==> src/rtl/debug_pkg.sv <==
// debug_pkg: shared types and constants for the board-level execution
// controller (debug_step_ctrl) and its key debouncer.
//   mode_e     : operating mode selected by the switches
//   state_e    : controller state
//   SEG_LUT    : active-low seven-segment patterns (gfedcba) for 0..F
//   SEG_BLANK  : all segments off
package debug_pkg;

   typedef enum logic [1:0] {
      MODE_HALT  = 2'b00,
      MODE_RUN   = 2'b01,
      MODE_STEP  = 2'b10,
      MODE_BURST = 2'b11
   } mode_e;

   typedef enum logic [1:0] {
      S_IDLE,
      S_RUN,
      S_STEP,
      S_BURST
   } state_e;

   localparam logic [6:0] SEG_BLANK = 7'h7F;

   localparam logic [6:0] SEG_LUT [16] = '{
      7'h40, 7'h79, 7'h24, 7'h30, 7'h19, 7'h12, 7'h02, 7'h78,
      7'h00, 7'h10, 7'h08, 7'h03, 7'h46, 7'h21, 7'h06, 7'h0E
   };

   function automatic logic [6:0] seg_decode(input logic [3:0] nib);
      return SEG_LUT[nib];
   endfunction

endpackage

==> src/rtl/key_debounce.sv <==
// key_debounce: synchroniser + debouncer for an active-low push-button.
//   i_clk    : system clock
//   i_rst_n  : asynchronous active-low reset
//   i_key_n  : raw, asynchronous, bouncing key (0 = pressed)
//   o_press  : one-cycle pulse on each debounced press (falling edge)
// The debounced level flips only after DB_CYC consecutive synchronised
// samples that differ from it; any agreeing sample restarts the count.
module key_debounce #(
   parameter int unsigned DB_CYC = 8
) (
   input  logic i_clk,
   input  logic i_rst_n,
   input  logic i_key_n,
   output logic o_press
);

   localparam int unsigned CNT_W = (DB_CYC > 1) ? $clog2(DB_CYC) : 1;
   localparam logic [CNT_W-1:0] CNT_LAST = CNT_W'(DB_CYC - 1);

   logic             r_sync1;
   logic             r_sync2;
   logic             r_level;
   logic             r_press;
   logic [CNT_W-1:0] r_cnt;

   always_ff @(posedge i_clk or negedge i_rst_n) begin
      if (!i_rst_n) begin
         r_sync1 <= 1'b1;
         r_sync2 <= 1'b1;
         r_level <= 1'b1;
         r_press <= 1'b0;
         r_cnt   <= '0;
      end else begin
         r_sync1 <= i_key_n;
         r_sync2 <= r_sync1;
         r_press <= 1'b0;
         if (r_sync2 == r_level) begin
            r_cnt <= '0;
         end else if (r_cnt == CNT_LAST) begin
            r_level <= r_sync2;
            r_cnt   <= '0;
            r_press <= ~r_sync2;
         end else begin
            r_cnt <= r_cnt + 1'b1;
         end
      end
   end

   assign o_press = r_press;

endmodule

==> src/rtl/debug_step_ctrl.sv <==
// debug_step_ctrl: single-clock execution controller. The core always runs on
// clk and is advanced through cpu_ce_o in halt, free-run, single-step or
// N-cycle burst mode; a selectable 32-bit debug word is shown on HEX digits.
// Optional feature macro: DEBUG_STEP_HEX_EN (display register + segment
// decode present; when undefined hex_o is blank and ch_sel_i/dbg_i unused).
//   clk          : system clock
//   reset_n      : asynchronous active-low reset
//   mode_i       : 00 HALT, 01 RUN, 10 STEP, 11 BURST (asynchronous switches)
//   key_step_n   : raw active-low step key
//   burst_len_i  : enable cycles per burst
//   ch_sel_i     : debug channel shown on the display
//   dbg_i        : NUM_CH debug words, channel k at [32k+31:32k]
//   cpu_ce_o     : clock enable to the core
//   busy_o       : step/burst in progress
//   cyc_cnt_o    : enabled cycles since reset (wraps)
//   hex_o        : active-low segments, digit d at [7d+6:7d], order gfedcba
module debug_step_ctrl
   import debug_pkg::*;
#(
   parameter int unsigned CLK_HZ      = 50_000_000,
   parameter int unsigned DEBOUNCE_MS = 10,
   parameter int unsigned NUM_CH      = 4,
   parameter int unsigned NUM_HEX     = 6,
   parameter int unsigned BURST_W     = 16
) (
   input  logic                       clk,
   input  logic                       reset_n,
   input  logic [1:0]                 mode_i,
   input  logic                       key_step_n,
   input  logic [BURST_W-1:0]         burst_len_i,
   input  logic [$clog2(NUM_CH)-1:0]  ch_sel_i,
   input  logic [NUM_CH*32-1:0]       dbg_i,
   output logic                       cpu_ce_o,
   output logic                       busy_o,
   output logic [31:0]                cyc_cnt_o,
   output logic [NUM_HEX*7-1:0]       hex_o
);

   localparam int unsigned DB_CYC = CLK_HZ / 1000 * DEBOUNCE_MS;
   localparam int unsigned CH_W   = $clog2(NUM_CH);

   logic               w_press;
   logic [1:0]         r_mode_s1;
   mode_e              r_mode;
   state_e             r_state;
   state_e             w_state_nxt;
   logic [BURST_W-1:0] r_rem;
   logic [BURST_W-1:0] w_rem_nxt;
   logic               w_ce;
   logic               w_busy;
   logic [31:0]        r_cyc_cnt;

   key_debounce #(
      .DB_CYC (DB_CYC)
   ) u_key_debounce (
      .i_clk   (clk),
      .i_rst_n (reset_n),
      .i_key_n (key_step_n),
      .o_press (w_press)
   );

   always_ff @(posedge clk or negedge reset_n) begin
      if (!reset_n) begin
         r_mode_s1 <= MODE_HALT;
         r_mode    <= MODE_HALT;
      end else begin
         r_mode_s1 <= mode_i;
         r_mode    <= mode_e'(r_mode_s1);
      end
   end

   always_ff @(posedge clk or negedge reset_n) begin
      if (!reset_n) begin
         r_state <= S_IDLE;
         r_rem   <= '0;
      end else begin
         r_state <= w_state_nxt;
         r_rem   <= w_rem_nxt;
      end
   end

   // Presses outside IDLE are simply not looked at, so they are dropped.
   always_comb begin
      w_state_nxt = r_state;
      w_rem_nxt   = r_rem;
      w_ce        = 1'b0;
      w_busy      = 1'b0;
      case (r_state)
         S_IDLE: begin
            if (r_mode == MODE_RUN) begin
               w_state_nxt = S_RUN;
            end else if (w_press && (r_mode == MODE_STEP)) begin
               w_state_nxt = S_STEP;
            end else if (w_press && (r_mode == MODE_BURST) && (burst_len_i != '0)) begin
               w_state_nxt = S_BURST;
               w_rem_nxt   = burst_len_i;
            end
         end
         S_RUN: begin
            w_ce = 1'b1;
            if (r_mode != MODE_RUN) begin
               w_state_nxt = S_IDLE;
            end
         end
         S_STEP: begin
            w_ce        = 1'b1;
            w_busy      = 1'b1;
            w_state_nxt = S_IDLE;
         end
         S_BURST: begin
            w_ce      = 1'b1;
            w_busy    = 1'b1;
            w_rem_nxt = r_rem - 1'b1;
            if ((r_rem == BURST_W'(1)) || (r_mode != MODE_BURST)) begin
               w_state_nxt = S_IDLE;
            end
         end
         default: w_state_nxt = S_IDLE;
      endcase
   end

   always_ff @(posedge clk or negedge reset_n) begin
      if (!reset_n) begin
         r_cyc_cnt <= '0;
      end else if (w_ce) begin
         r_cyc_cnt <= r_cyc_cnt + 32'd1;
      end
   end

   // Enable and busy come straight from the state register so an
   // asynchronous reset removes them without waiting for a clock edge.
   assign cpu_ce_o  = w_ce;
   assign busy_o    = w_busy;
   assign cyc_cnt_o = r_cyc_cnt;

`ifdef DEBUG_STEP_HEX_EN
   logic [31:0]            w_sel_word;
   logic                   w_load;
   logic                   w_unused_sel;
   logic [CH_W-1:0]        r_ch_sel_q;
   logic                   r_ce_q;
   logic [NUM_HEX*4-1:0]   r_disp;
   logic                   r_disp_ld;
   logic [NUM_HEX*7-1:0]   r_hex;

   always_comb begin
      w_sel_word = '0;
      for (int unsigned k = 0; k < NUM_CH; k++) begin
         if (ch_sel_i == CH_W'(k)) begin
            w_sel_word = dbg_i[k*32 +: 32];
         end
      end
   end

   assign w_unused_sel = ^w_sel_word;
   assign w_load = (r_state == S_RUN) || r_ce_q || (ch_sel_i != r_ch_sel_q);

   // The decode register only follows display loads, so the digits stay
   // blank after reset until something is actually loaded.
   always_ff @(posedge clk or negedge reset_n) begin
      if (!reset_n) begin
         r_ch_sel_q <= '0;
         r_ce_q     <= 1'b0;
         r_disp     <= '0;
         r_disp_ld  <= 1'b0;
         r_hex      <= {NUM_HEX{SEG_BLANK}};
      end else begin
         r_ch_sel_q <= ch_sel_i;
         r_ce_q     <= w_ce;
         r_disp_ld  <= w_load;
         if (w_load) begin
            r_disp <= w_sel_word[NUM_HEX*4-1:0];
         end
         if (r_disp_ld) begin
            for (int unsigned d = 0; d < NUM_HEX; d++) begin
               r_hex[d*7 +: 7] <= seg_decode(r_disp[d*4 +: 4]);
            end
         end
      end
   end

   assign hex_o = r_hex;
`else
   logic w_unused_disp;

   assign w_unused_disp = ^{ch_sel_i, dbg_i, CH_W[0]};
   assign hex_o = {NUM_HEX{SEG_BLANK}};
`endif

endmodule

==> config.mk <==
export PLATFORM = sky130hd
export DESIGN_NAME = debug_step_ctrl
export DESIGN_NICKNAME = d
export VERILOG_FILES = /design/src/rtl/debug_pkg.sv /design/src/rtl/key_debounce.sv /design/src/rtl/debug_step_ctrl.sv
export SDC_FILE = /design/constraint.sdc
export NUM_CORES = 1
export LEC_CHECK = 0
export ABC_AREA = 1
export BUFFER_PORTS_ARGS = -buffer_cell sky130_fd_sc_hd__buf_2
export CELL_PAD_IN_SITES_DETAIL_PLACEMENT = 0
export CELL_PAD_IN_SITES_GLOBAL_PLACEMENT = 1
export CORE_MARGIN = 4
export CORE_UTILIZATION = 32
export CTS_CLUSTER_SIZE = 25
export DETAILED_ROUTE_END_ITERATION = 7
export GPL_ROUTABILITY_DRIVEN = 0
export PLACE_DENSITY_LB_ADDON = 0.1
export SKIP_CTS_REPAIR_TIMING = 1
export SYNTH_ARGS = -nofsm -noshare
export SYNTH_HDL_FRONTEND = slang
export SYNTH_SLANG_ARGS = --single-unit
==> constraint.sdc <==
create_clock -name clk -period 2.1 [get_ports clk]
set_input_delay 0 -clock clk [delete_from_list [all_inputs] [get_ports clk]]
set_output_delay 0 -clock clk [all_outputs]
set_load 0.01 [all_outputs]
* Word-level counts from Yosys, hierarchy flattened *
Cells that the tools add are included.

word-level totals
  register bits after elaboration = 77
  input port bits = 151
  output and inout bits = 76
  word-level logic and storage cells = 60

operators by class
  $add $sub $neg = 3
  equality and inequality tests = 17
  multiplexer cells = 16
  bitwise logic cells = 2
  reductions and logical operators = 12

operators with widths
  kind                     number
  $mux W16                 3
  $mux W19                 2
  $add A32 B1 Y32 const B  1
  $pmux W16 S2             1
  $add A19 B1 Y19 const B  1
  $eq A19 B19 Y1 const B   1
  $eq A16 B1 Y1 const B    1
  $reduce_bool A16 Y1      1
  $sub A16 B1 Y16 const B  1
  $ne A2 B2 Y1 const B     6
  $mux W2                  5
  $eq A2 B2 Y1 const B     4
  $pmux W2 S4              1
  $eq A2 B1 Y1 const B     2
  $mux W1                  4
  $ne A4 B4 Y1 const B     1
  $reduce_and A4 Y1        1
  $logic_and A1 B1 Y1      3
  $reduce_and A3 Y1        1
  $reduce_or A3 Y1         1
  $logic_not A2 Y1         1
  $ne A2 B1 Y1 const B     1
  $not A1 Y1               2
  $reduce_and A2 Y1        1
  4 further kinds          4

* Logic depth before layout (Yosys ltp) *
Gate-level depths: netlist of run 1.

  depth in word-level cells = 7
  depth in mapped cells = 11
  gate-level depth less buffers = 11

* By module *
A second synthesis of run 1 with hierarchy kept.

second synthesis, totals
  cells, all modules = 640
  area total of the unflattened synthesis = 4770.8 µm²

by module, submodules not included
  module           times used  cells an instance  area an instance (µm²)  seq. area each (µm²)
  debug_step_ctrl  1           490                3549.7                  1351.3
  key_debounce     1           150                1221.2                  579.3

* Least setup slack after synthesis of run 1 *
Ideal clock, no wire load.

  path type = register to register
  start point = register r_rem[0]
  end point = register r_rem[12]
  library setup time = 117 ps
  arrival time = 1350 ps
  required time = 1983 ps
  slack = 633 ps
  stages on the path, launching flop included = 10
  buffers on the path = 0
  period minus slack after synthesis = 1467 ps
  path through = dfrtp_1 -> inv_1 -> ha_1 -> nand3_1 -> nor2_1 -> nand3_1 -> nand3_1 -> nand2_1 -> nand2_1 -> nand2_1

on the way
  longest elaborated chain between the ends = 2

RTL lines
  item                    RTL line                RTL
  from (decl)             debug_step_ctrl.sv:47   logic [BURST_W-1:0] r_rem;
  from (signal assigned)  debug_step_ctrl.sv:78   r_rem <= w_rem_nxt;
  $sub A16 B1 Y16         debug_step_ctrl.sv:113  w_rem_nxt = r_rem - 1'b1;
  $pmux W16 S2            debug_step_ctrl.sv:88   case (r_state)

No other way between the ends.
A chain may end at the register's enable or synchronous reset.

* Worst setup path in the final report of run 1 *
  start point = register u_key_debounce.r_cnt[0]
  end point = register u_key_debounce.r_cnt[1]

on the way
  longest elaborated chain between the ends = 3
  elaborated cells between the ends (all ways) = 4
  those cells by class = add/sub (1); eq/ne (1); mux (2)

RTL lines
  item                                                      RTL line                                RTL
  from (decl)                                               key_debounce.sv:24                      logic [CNT_W-1:0] r_cnt;
  from (signal assigned)                                    key_debounce.sv:44                      r_cnt <= r_cnt + 1'b1;
  $add A19 B1 Y19 / $eq A19 B19 Y1 (equally long branches)  key_debounce.sv:44, key_debounce.sv:39
  $mux W19 *                                                key_debounce.sv:39                      end else if (r_cnt == CNT_LAST) begin
  $mux W19 *                                                key_debounce.sv:37                      if (r_sync2 == r_level) begin

Mark *: on every way between the ends. The rest lies on a longest branch, timed or not.

==> results of run 1 <==
[layout make-up]
class | instances | area [um2] | area share [%]
clock buffers | 9 | 225 | 4.03
well taps | 184 | 230 | 4.12
flip-flops and latches | 77 | 1930 | 34.5
inverters | 67 | 254 | 4.54
repair buffers | 63 | 363 | 6.49
clock inverters | 7 | 145 | 2.60
multi-input cells | 526 | 2440 | 43.7
[metrics by stage]
step           cell area [um2]  worst slack, ps
6_report                  5590              375
5_1_grt                   5590              181
4_1_cts                   5550              330
3_5_place_dp              5180              350
3_3_place_gp              5180              383
2_1_floorplan             4990              633
[report_power, final]
group / internal, mW / switching (mW)
Clock: 1.29 / 0.667
Sequential: 1.73 / 0.276
Combinational: 0.513 / 1.03
[routing by layer]
metal | up-vias | global-route usage [%]
met4 | 0 | 6.17
li1 | 2170 | -
met2 | 90 | 21.6
met5 | - | 0
met3 | 15 | 2.40
met1 | 1933 | 20.6
[tightest hold or removal path: cells and delay by family]
kind	cells	cell delay (ps)
buffers and inverters	1	90
AO/OA/AOI/OAI	1	60
AND/OR/NAND/NOR	3	150
[cell families after synthesis]
group / after synthesis
other cells: 1
buf+inv: 118
fa+ha+maj: 4
simple gates: 418
flops: 77
xor+xnor: 32
compound gates: 30
[layout by cell type (no fill, tap or decap), types with 13 or more instances in the layout]
master	Yosys	final
nor2_1	111	111
nand2_1	201	201
nand3_1	56	56
buf_2	3	53
o21ai_0	21	21
xnor2_1	14	14
inv_1	64	64
conb_1	1	42
xor2_1	18	18
dfrtp_1	74	74
nand4_1	13	13
[cells in the mapped netlist (all sizes together)]
cell type,n
a21oi,6
a31oi,1
buf,47
clkbuf,4
conb,1
dfrtp,74
dfstp,3
ha,4
inv,67
nand2,205
nand3,59
nand3b,2
nand4,13
nor2,121
nor3,11
nor3b,1
o21ai,23
or2,6
xnor2,14
xor2,18
[state kept, by name, summed over array words and instances, names as in the netlist]
register and cells:
cyc_cnt_o 32, u_key_debounce.r_cnt 19, r_mode 2, r_state 2, r_rem 16, u_key_debounce.o_press 1, u_key_debounce.r_level 1, r_mode_s1 2
u_key_debounce.r_sync2 1, u_key_debounce.r_sync1 1
[worst max-delay path by stage]
stage	startpoint	slack, ps	depth (start not counted)	endpoint
after floorplan	r_rem[0]	630	9	r_rem[12]
after global placement	u_key_debounce.r_cnt[0]	380	8	u_key_debounce.r_cnt[13]
after detailed placement	u_key_debounce.r_cnt[0]	350	8	u_key_debounce.r_cnt[0]
after CTS	u_key_debounce.r_cnt[0]	330	8	u_key_debounce.r_cnt[1]
after global routing	u_key_debounce.r_cnt[0]	180	8	u_key_debounce.r_cnt[1]
final	u_key_debounce.r_cnt[0]	380	8	u_key_debounce.r_cnt[1]
==> impl_metrics.csv, run 1 <==
group,metric,value,unit
worst_setup_path,r2r_setup_slack,380,ps
die,initial_core_util,33.0,%
cts,worst_skew_pair.late_latency,340,ps
cts,ctsLongestPathBuffers,2,
worst_setup_path,critPathArrivalTime,1930,ps
worst_setup_path,critical_path_cell_list,"ha_1, inv_2, nor2_4, nand2_2, nor3_2, nand2_1, nand2_1, nor2_1",
yosys,postSynthAreaPerCell,7.11,um2
pwr,p_total,5.50,mW
yosys,synth-compound-area-share,3.13,%
pwr,leakage,2.71,nW
timing,timing_worst_slew_pin_value,534,ps
cts,tritoncts,"built",
yosys,synth_cells,680,
worst_setup_path,crit_path_max_fanout,7,
worst_setup_path,critical_path_source_type,"flip-flop",
routing,drt_first_pass_iters,4,
worst_setup_path,critical_path_required,2310,ps
timing,finalHoldViolCount,6,
worst_setup_path,timing.critical_path.buf_inv,1,
cts,cts_max_level,3,
die,floorplan.die.width,131,um
worst_setup_path,path_delay_family,"simple AND/OR/NAND/NOR gates",
die,core_area,0.0146,mm2
global_routing,grt_max_degree,47,
timing,setup_violations,0,
worst_setup_path,r2r_endpoint,"u_key_debounce.r_cnt[1]",
worst_hold_path,holdCritStartpoint,"burst_len_i[8]",
yosys,netlist.top_cell.by_area,"dfrtp_1",
global_routing,first_global_vias,3974,
worst_hold_path,hold_class,"input pin to flip-flop",
routing,routed_vias_inst,4.51,
routing,dr_drc_count,0,
routing,via_count,4208,
timing,fin_tns_setup,0,ps
worst_hold_path,whs_endpoint,"r_rem[8]",
yosys,synth.top_cells.by_area,"dfrtp_1, nand2_1, nor2_1, buf_4, nand3_1",
die,design.die.area,0.0171,mm2
layout,instances_no_fill,933,
yosys,synth.ff_latch_count,77,
routing,drtIter0Drc,263,
cts,cts_made_buffers,9,
pwr,peakVddDrop,424,uV
yosys,yosys.area_share.xor_xnor,5.80,%
die,fp-row-count,44,
yosys,synth_simple_gate_area_share,37.3,%
yosys,post_synth_mux_area_share,0,%
cts,clk_pin_slew_worst_paths,70,ps
worst_setup_path,critPathCaptureType,"flip-flop",
die,die_height,131,um
timing,drv_slew,0,
layout,area_delta_synth_final,15.7,%
timing,timing.final.crit_share,82.1,%
routing,detail_route.wl_per_cell,12.8,um
timing,worst_hold_slack,-13.7,ps
timing,unrepaired_setup_endpoints_after_global_routing,"false",
placement,dpl.cell_count,913,
worst_setup_path,rr_startpoint,"u_key_debounce.r_cnt[0]",
die,floorplan.io_pins,227,
routing,met1_length,5.94,mm
worst_setup_path,crit_path_frequent_cell,"nand2_1",
worst_hold_path,hold-path-cell-count,5,
placement,dp.final_hpwl,8.92,mm
global_routing,antenna_violations_before_repair,0,
global_routing,global_route_wire_length_before_repair,19.6,mm
routing,dr_wl_met3,533,um
worst_setup_path,timing.critical_path.slowest_cell_delay,400,ps
timing,finClkSkew,9.54,ps
worst_setup_path,worst_path_max_delay_cell,"dfrtp_1",
yosys,synth.yosys.seq_area_share,39.9,%
layout,design.final.nets,899,
routing,routed_wl,11.9,mm
layout,insertedDiodeCount,0,
cts,cts.sinks,77,
worst_setup_path,crit_type,"flip-flop to flip-flop",
layout,fillCellCount,1610,
yosys,synthDominantCellAreaShare,38.3,%
timing,relSlewSlack,64.3,%
placement,io_buffer_count,54,
worst_setup_path,worst_r2r_path_depth,8,
yosys,ys.warnings.count,0,
timing,finalCriticalPeriod,1720,ps
pwr,power_per_cell_area,985,mW/mm2
routing,route.antenna.remaining_nets,0,
run_status,violations_in_the_final_reports,"hold timing",
routing,highest-signal-layer,"met4",
timing,timing.fmax,0.580,GHz
yosys,synth.cell_area,0.00483,mm2
yosys,synth.lib_cells_used.distinct,31,
yosys,synth_top_family_by_area,"simple AND/OR/NAND/NOR gates",
layout,drive_above_1_share,14.0,%
global_routing,grt_util_all_layers,14.4,%
global_routing,residual_overflow_from_global_routing,0,
cts,cts.root.buffer_cell,"clkbuf_16",
layout,final_core_utilization,38.2,%
flow_run,drv.max_cap_violation_count,0,
run_status,status,"finished, violations left",
yosys,synthAdderAreaFrac,1.04,%
routing,met2_length,5.19,mm
Note: power is estimated with default switching activity, not from simulation.
==> run 2, diff against run 1 <==
ABC_AREA = 0   (was 1)
CORE_UTILIZATION = 31   (was 32)
clock period = 1.6 ns   (was 2.1 ns; I/O delays follow)
==> run 2 against run 1 <==
  * The flow finishes with violations (hold timing, setup timing)
  * Sequential share of layout area shrank 1.3 points
  * Register-to-register slack worse by 620 ps
  * Sequential cell count is the same
  * Global-route usage down 0.59 points
  * Via count down 21%
  * Total power shrank 6.7%
  * Sequential power is 6% higher
  * Combinational power fell by 46%
  * Synthesized area shrank 19%
  * Non-clock buffer count grew 100
  * Cell count fell by 20%
  * Critical path depth is 3 lower
==> impl_metrics.csv, run 2 <==
group,metric,value,unit
run_status,status,"finished, violations left",
run_status,violations_in_the_final_reports,"hold timing, setup timing",
global_routing,grt_max_degree,46,
die,floorplan.die.width,120,um
global_routing,antenna_violations_before_repair,0,
yosys,synthArstFlopShare,100,%
die,floorplan.io_pins,227,
global_routing,global_route_wire_length_before_repair,16.1,mm
placement,io_buffer_count,54,
pwr,leakage,2.76,nW
timing,worst_hold_slack,-19.4,ps
placement,dp.final_hpwl,7.23,mm
timing,setup_violations,23,
yosys,synth_enable_flop_cells,0,
yosys,synth.ff_latch_count,77,
worst_setup_path,critPathArrivalTime,2090,ps
worst_setup_path,rr_startpoint,"r_rem[7]",
layout,insertedDiodeCount,0,
timing,unrepaired_setup_endpoints_after_global_routing,"true",
routing,routed_wl,10.2,mm
worst_setup_path,crit_type,"flip-flop to flip-flop",
yosys,postSynthAreaPerCell,9.87,um2
global_routing,residual_overflow_from_global_routing,0,
timing,finalHoldViolCount,5,
flow_run,drv.max_cap_violation_count,0,
layout,most-common-layout-cells,"buf_4, dfrtp_1, buf_2",
worst_setup_path,critPathCaptureType,"flip-flop",
worst_setup_path,worst_r2r_path_depth,5,
global_routing,first_global_vias,3239,
worst_hold_path,hold_class,"input pin to flip-flop",
die,die_height,120,um
worst_setup_path,r2r_endpoint,"r_rem[15]",
yosys,synthDominantCellAreaShare,47.3,%
worst_hold_path,holdCritStartpoint,"burst_len_i[9]",
timing,timing_worst_slew_pin_value,749,ps
cts,cts.sinks,77,
routing,detail_route.wl_per_cell,13.7,um
worst_setup_path,timing.critical_path.buf_inv,0,
placement,dpl-instance-area,0.00492,mm2
worst_setup_path,crit_path_max_fanout,4,
yosys,synth_top_flop_cell,"dfrtp_1",
worst_setup_path,number_of_logic_stages_on_the_critical_path_including_buffering,5,
timing,finalCriticalPeriod,1840,ps
die,initial_core_util,32.1,%
cts,cts_made_buffers,9,
worst_setup_path,worst_path_max_delay_cell,"or4_4",
layout,area_delta_synth_final,48.2,%
yosys,synth.lib_cells_used.distinct,45,
timing,drv_slew,0,
layout,instances_no_fill,742,
yosys,synth.yosys.seq_area_share,49.3,%
routing,drt_first_pass_iters,4,
routing,routed_vias_inst,4.50,
layout,postLayoutCellArea,0.00581,mm2
routing,drtIter0Drc,123,
pwr,peakVddDrop,687,uV
worst_setup_path,timing.critical_path.slowest_cell_delay,560,ps
worst_setup_path,r2r_setup_slack,-240,ps
worst_setup_path,critical_path_required,1850,ps
worst_hold_path,whs_endpoint,"r_rem[9]",
pwr,power_per_cell_area,884,mW/mm2
yosys,synth.cell_area,0.00392,mm2
yosys,ys.warnings.count,0,
die,fp-row-count,40,
layout,drive_above_1_share,43.6,%
cts,cts_max_level,3,
worst_setup_path,critical_path_cell_list,"or4_4, or3_4, o31ai_2, a21oi_1, nor3_1",
yosys,netlist.top_cell.by_area,"dfrtp_1",
timing,relSlewSlack,50.0,%
layout,most_common_cell_after_layout_fill_and_taps_aside,"buf_4",
routing,via_count,3340,
timing,timing.fmax,0.543,GHz
cts,clk_pin_slew_worst_paths,60,ps
worst_hold_path,hold-path-cell-count,3,
cts,cts.root.buffer_cell,"clkbuf_16",
timing,setup_ws,-241,ps
die,core_area,0.0122,mm2
routing,route.antenna.remaining_nets,0,
yosys,synth_cells,397,
timing,timing.final.crit_share,115,%
worst_setup_path,path_delay_family,"simple AND/OR/NAND/NOR gates",
cts,worst_skew_pair.late_latency,330,ps
worst_setup_path,critical_path_source_type,"flip-flop",
yosys,synth_most_common_cell,"dfrtp_1",
routing,dr_drc_count,0,
yosys,ys_top_cells_by_count,"dfrtp_1, nor2_1, buf_4",
placement,dpl.cell_count,698,
yosys,synth.top_cells.by_area,"dfrtp_1, buf_4, xnor2_1, xor2_1, nor2_1",
die,design.die.area,0.0145,mm2
cts,ctsLongestPathBuffers,2,
timing,finClkSkew,8.18,ps
global_routing,grt_util_all_layers,13.9,%
layout,design.final.nets,724,
layout,largest_reg_flops,32,
cts,tritoncts,"built",
run 2: cell families after synthesis:
logic type	share of synthesized area, %
multiplexers	0.575
buffers and inverters	9.64
XOR/XNOR	11.2
adder cells (fa/ha/maj)	1.28
AO/OA/AOI/OAI	5.49
flip-flops	49.3
other	0.0957
AND/OR/NAND/NOR	22.5
run 2: stage by stage:
step	setup TNS [ps]	util [%]	total power [mW]	setup slack [ps]
finish	-2700	47.6	5.13	-241
global route	-6180	47.6	5.38	-360
CTS	-4970	42.8	5.10	-278
detailed placement	-5270	40.3	2.91	-260
global placement	-4550	40.3	2.89	-220
floorplan	-2730	-	2.54	-170
run 2: final cells by class:
class                      count  area [um2]
sequential                    77        1930
fill                        1230        6400
tap                          168         210
clock inverter                 4        73.8
inverter                       9        33.8
clock buffer                  12         236
multi-input combinational    309        2180
timing repair buffer         163        1140
run 2: worst min-delay path, delay by kind of cell:
kind	cells	cell delay, ps
and+or+nand+nor	1	100
buffers and inverters	1	110
AOI/OAI and AO/OA	1	60
run 2: power breakdown:
part	switching (mW)	internal [mW]
clock network	0.802	1.37
registers	0.0802	2.06
logic	0.428	0.396
total	1.31	3.82
run 2: how the worst max path moves through the flow:
| stage | from | end | slack (ps) |
|---|---|---|---|
| after floorplan | r_rem[7] | r_rem[15] | -170 |
| after global placement | r_rem[7] | r_rem[15] | -220 |
| after detailed placement | r_rem[7] | r_rem[15] | -260 |
| after CTS | r_rem[7] | r_rem[15] | -280 |
| after global routing | r_rem[7] | r_rem[13] | -360 |
| final | r_rem[7] | r_rem[15] | -240 |
run 2: layer usage:
metal  wire length (um)  global-route usage, %  vias up
li1                   -                      -     1632
met1               4750                   18.8     1611
met2               4790                   22.0       86
met3                496                   3.41       11
met4                116                   4.04        0
met5                  0                      0        -
==> run 3, diff against run 2 <==
CORE_MARGIN = 2   (was 4)
RECOVER_POWER = 100   (was default)
==> run 3 against run 2 <==
  * The flow still finishes with violations (hold timing, setup timing)
  * Global-route usage is 0.61 points higher
  * Design area hardly changed
  * Register-to-register slack worse by 40 ps
  * Core utilization is 0.94 points lower
  * Non-clock buffer count is 1 higher
  * Die area is 6.5% lower
  * Setup slack worse by 38 ps
  * First-iteration DRC count is 28% lower
  * Combinational power is 11% lower
  * Via count is 0.57% lower
  * Critical endpoint unchanged
==> impl_metrics.csv, run 3 (synthesis results as in run 2) <==
group,metric,value,unit
pwr,peakVddDrop,659,uV
layout,insertedDiodeCount,0,
worst_setup_path,worst_path_max_delay_cell,"or4_4",
timing,timing.fmax,0.532,GHz
worst_setup_path,critPathArrivalTime,2140,ps
worst_setup_path,critical_path_source_type,"flip-flop",
layout,most-common-layout-cells,"dfrtp_1, buf_4, conb_1",
timing,unrepaired_setup_endpoints_after_global_routing,"true",
run_status,violations_in_the_final_reports,"hold timing, setup timing",
placement,dpl.cell_count,702,
pwr,p_total,5.10,mW
die,initial_core_util,31.4,%
placement,dpl-instance-area,0.00493,mm2
timing,finClkSkew,6.85,ps
pwr,power_per_cell_area,877,mW/mm2
cts,worst_skew_pair.late_latency,340,ps
worst_hold_path,hold_class,"input pin to flip-flop",
placement,place_ws,-294,ps
die,floorplan.die.width,116,um
timing,drv_slew,0,
layout,most_common_cell_after_layout_fill_and_taps_aside,"dfrtp_1",
cts,cts_max_level,3,
run_status,status,"finished, violations left",
placement,io_buffer_count,54,
timing,timing.final.crit_share,117,%
layout,fillCellCount,1249,
flow_run,drv.max_cap_violation_count,0,
placement,dp.final_hpwl,6.95,mm
global_routing,grt_max_degree,47,
timing,worst_hold_slack,-13.5,ps
cts,tritoncts,"built",
global_routing,residual_overflow_from_global_routing,0,
cts,clk_pin_slew_worst_paths,60,ps
worst_setup_path,crit_path_max_fanout,5,
die,fp-row-count,41,
cts,cts.sinks,77,
timing,relSlewSlack,48.1,%
routing,drtIter0Drc,89,
global_routing,antenna_violations_before_repair,0,
die,die_height,116,um
routing,detail_route.wl_per_cell,13.3,um
global_routing,global_route_wire_length_before_repair,14.9,mm
die,design.die.area,0.0136,mm2
timing,timing_worst_slew_pin_value,779,ps
timing,setup_ws,-279,ps
routing,drt_first_pass_iters,4,
routing,dr_drc_count,0,
global_routing,grt_util_all_layers,14.5,%
worst_setup_path,critical_path_cell_list,"or4_4, or3_4, o31ai_4, a21oi_1, nor3_1",
timing,setup_violations,52,
cts,cts_made_buffers,9,
timing,fin_tns_setup,-4870,ps
die,floorplan.io_pins,227,
routing,routed_wl,9.96,mm
routing,via_count,3321,
routing,routed_vias_inst,4.45,
global_routing,first_global_vias,3023,
cts,cts.root.buffer_cell,"clkbuf_16",
layout,area_delta_synth_final,48.3,%
layout,postLayoutCellArea,0.00581,mm2
cts,ctsLongestPathBuffers,2,
worst_setup_path,crit_type,"flip-flop to flip-flop",
timing,finalCriticalPeriod,1880,ps
timing,finalHoldViolCount,3,
layout,instances_no_fill,746,
layout,drive_above_1_share,37.1,%
layout,design.final.nets,724,
worst_setup_path,timing.critical_path.slowest_cell_delay,570,ps
pwr,leakage,2.63,nW
worst_setup_path,critical_path_required,1860,ps
layout,largest_reg_flops,32,
worst_setup_path,critPathCaptureType,"flip-flop",
die,core_area,0.0125,mm2
routing,route.antenna.remaining_nets,0,
## run 3: area by class of cell
class / instances / area (um2) / share of cell area (%)
well taps: 172 / 215 / 3.70
clock buffers: 10 / 239 / 4.11
multi-input cells: 308 / 2210 / 38.0
clock inverters: 6 / 86.3 / 1.49
inverters: 9 / 33.8 / 0.581
flip-flops and latches: 77 / 1930 / 33.3
repair buffers: 164 / 1090 / 18.8
## run 3: stage by stage
| step | util (%) | hold slack (ps) |
|---|---|---|
| after global placement | 39.6 | -131 |
| after global routing | 46.6 | 3.91 |
| after CTS | 42.2 | -500 |
| after floorplan | - | -296 |
| after detailed placement | 39.6 | -128 |
| final | 46.6 | -13.5 |
## run 3: worst paths after layout
kind                                         from                endpoint  slack [ps]  cells after the start
setup / recovery                         r_rem[7]               r_rem[15]        -280                      5
hold / removal                     burst_len_i[1]                r_rem[1]         -10                      3
setup reg to reg                         r_rem[7]               r_rem[15]        -280                      5
hold reg to reg            u_key_debounce.r_sync1  u_key_debounce.r_sync2         360                      0
max in group asynchronous                 reset_n           cyc_cnt_o[19]         240                      3
min in group asynchronous                 reset_n                r_rem[5]         250                      2
## run 3: power by group
part | switching, mW | internal (mW) | leakage [nW]
Combinational | 0.410 | 0.324 | 1.46
Clock | 0.828 | 1.40 | 0.158
Sequential | 0.0744 | 2.06 | 1.01
Total | 1.31 | 3.79 | 2.63
## run 3: critical path, delay by kind of cell (launching register included)
family | cells | cell delay [ps]
AND/OR/NAND/NOR | 3 | 1100
AO/OA/AOI/OAI | 2 | 310
flip-flops | 1 | 390
## run 3: routing by layer
layer  wire length (um)  vias to the layer above  global-route usage [%]
li1                   -                     1629                       -
met1               4520                     1604                    19.0
met2               4830                       75                    22.5
met3                479                       13                    5.03
met4                127                        0                    4.52
met5                  0                        -                       0
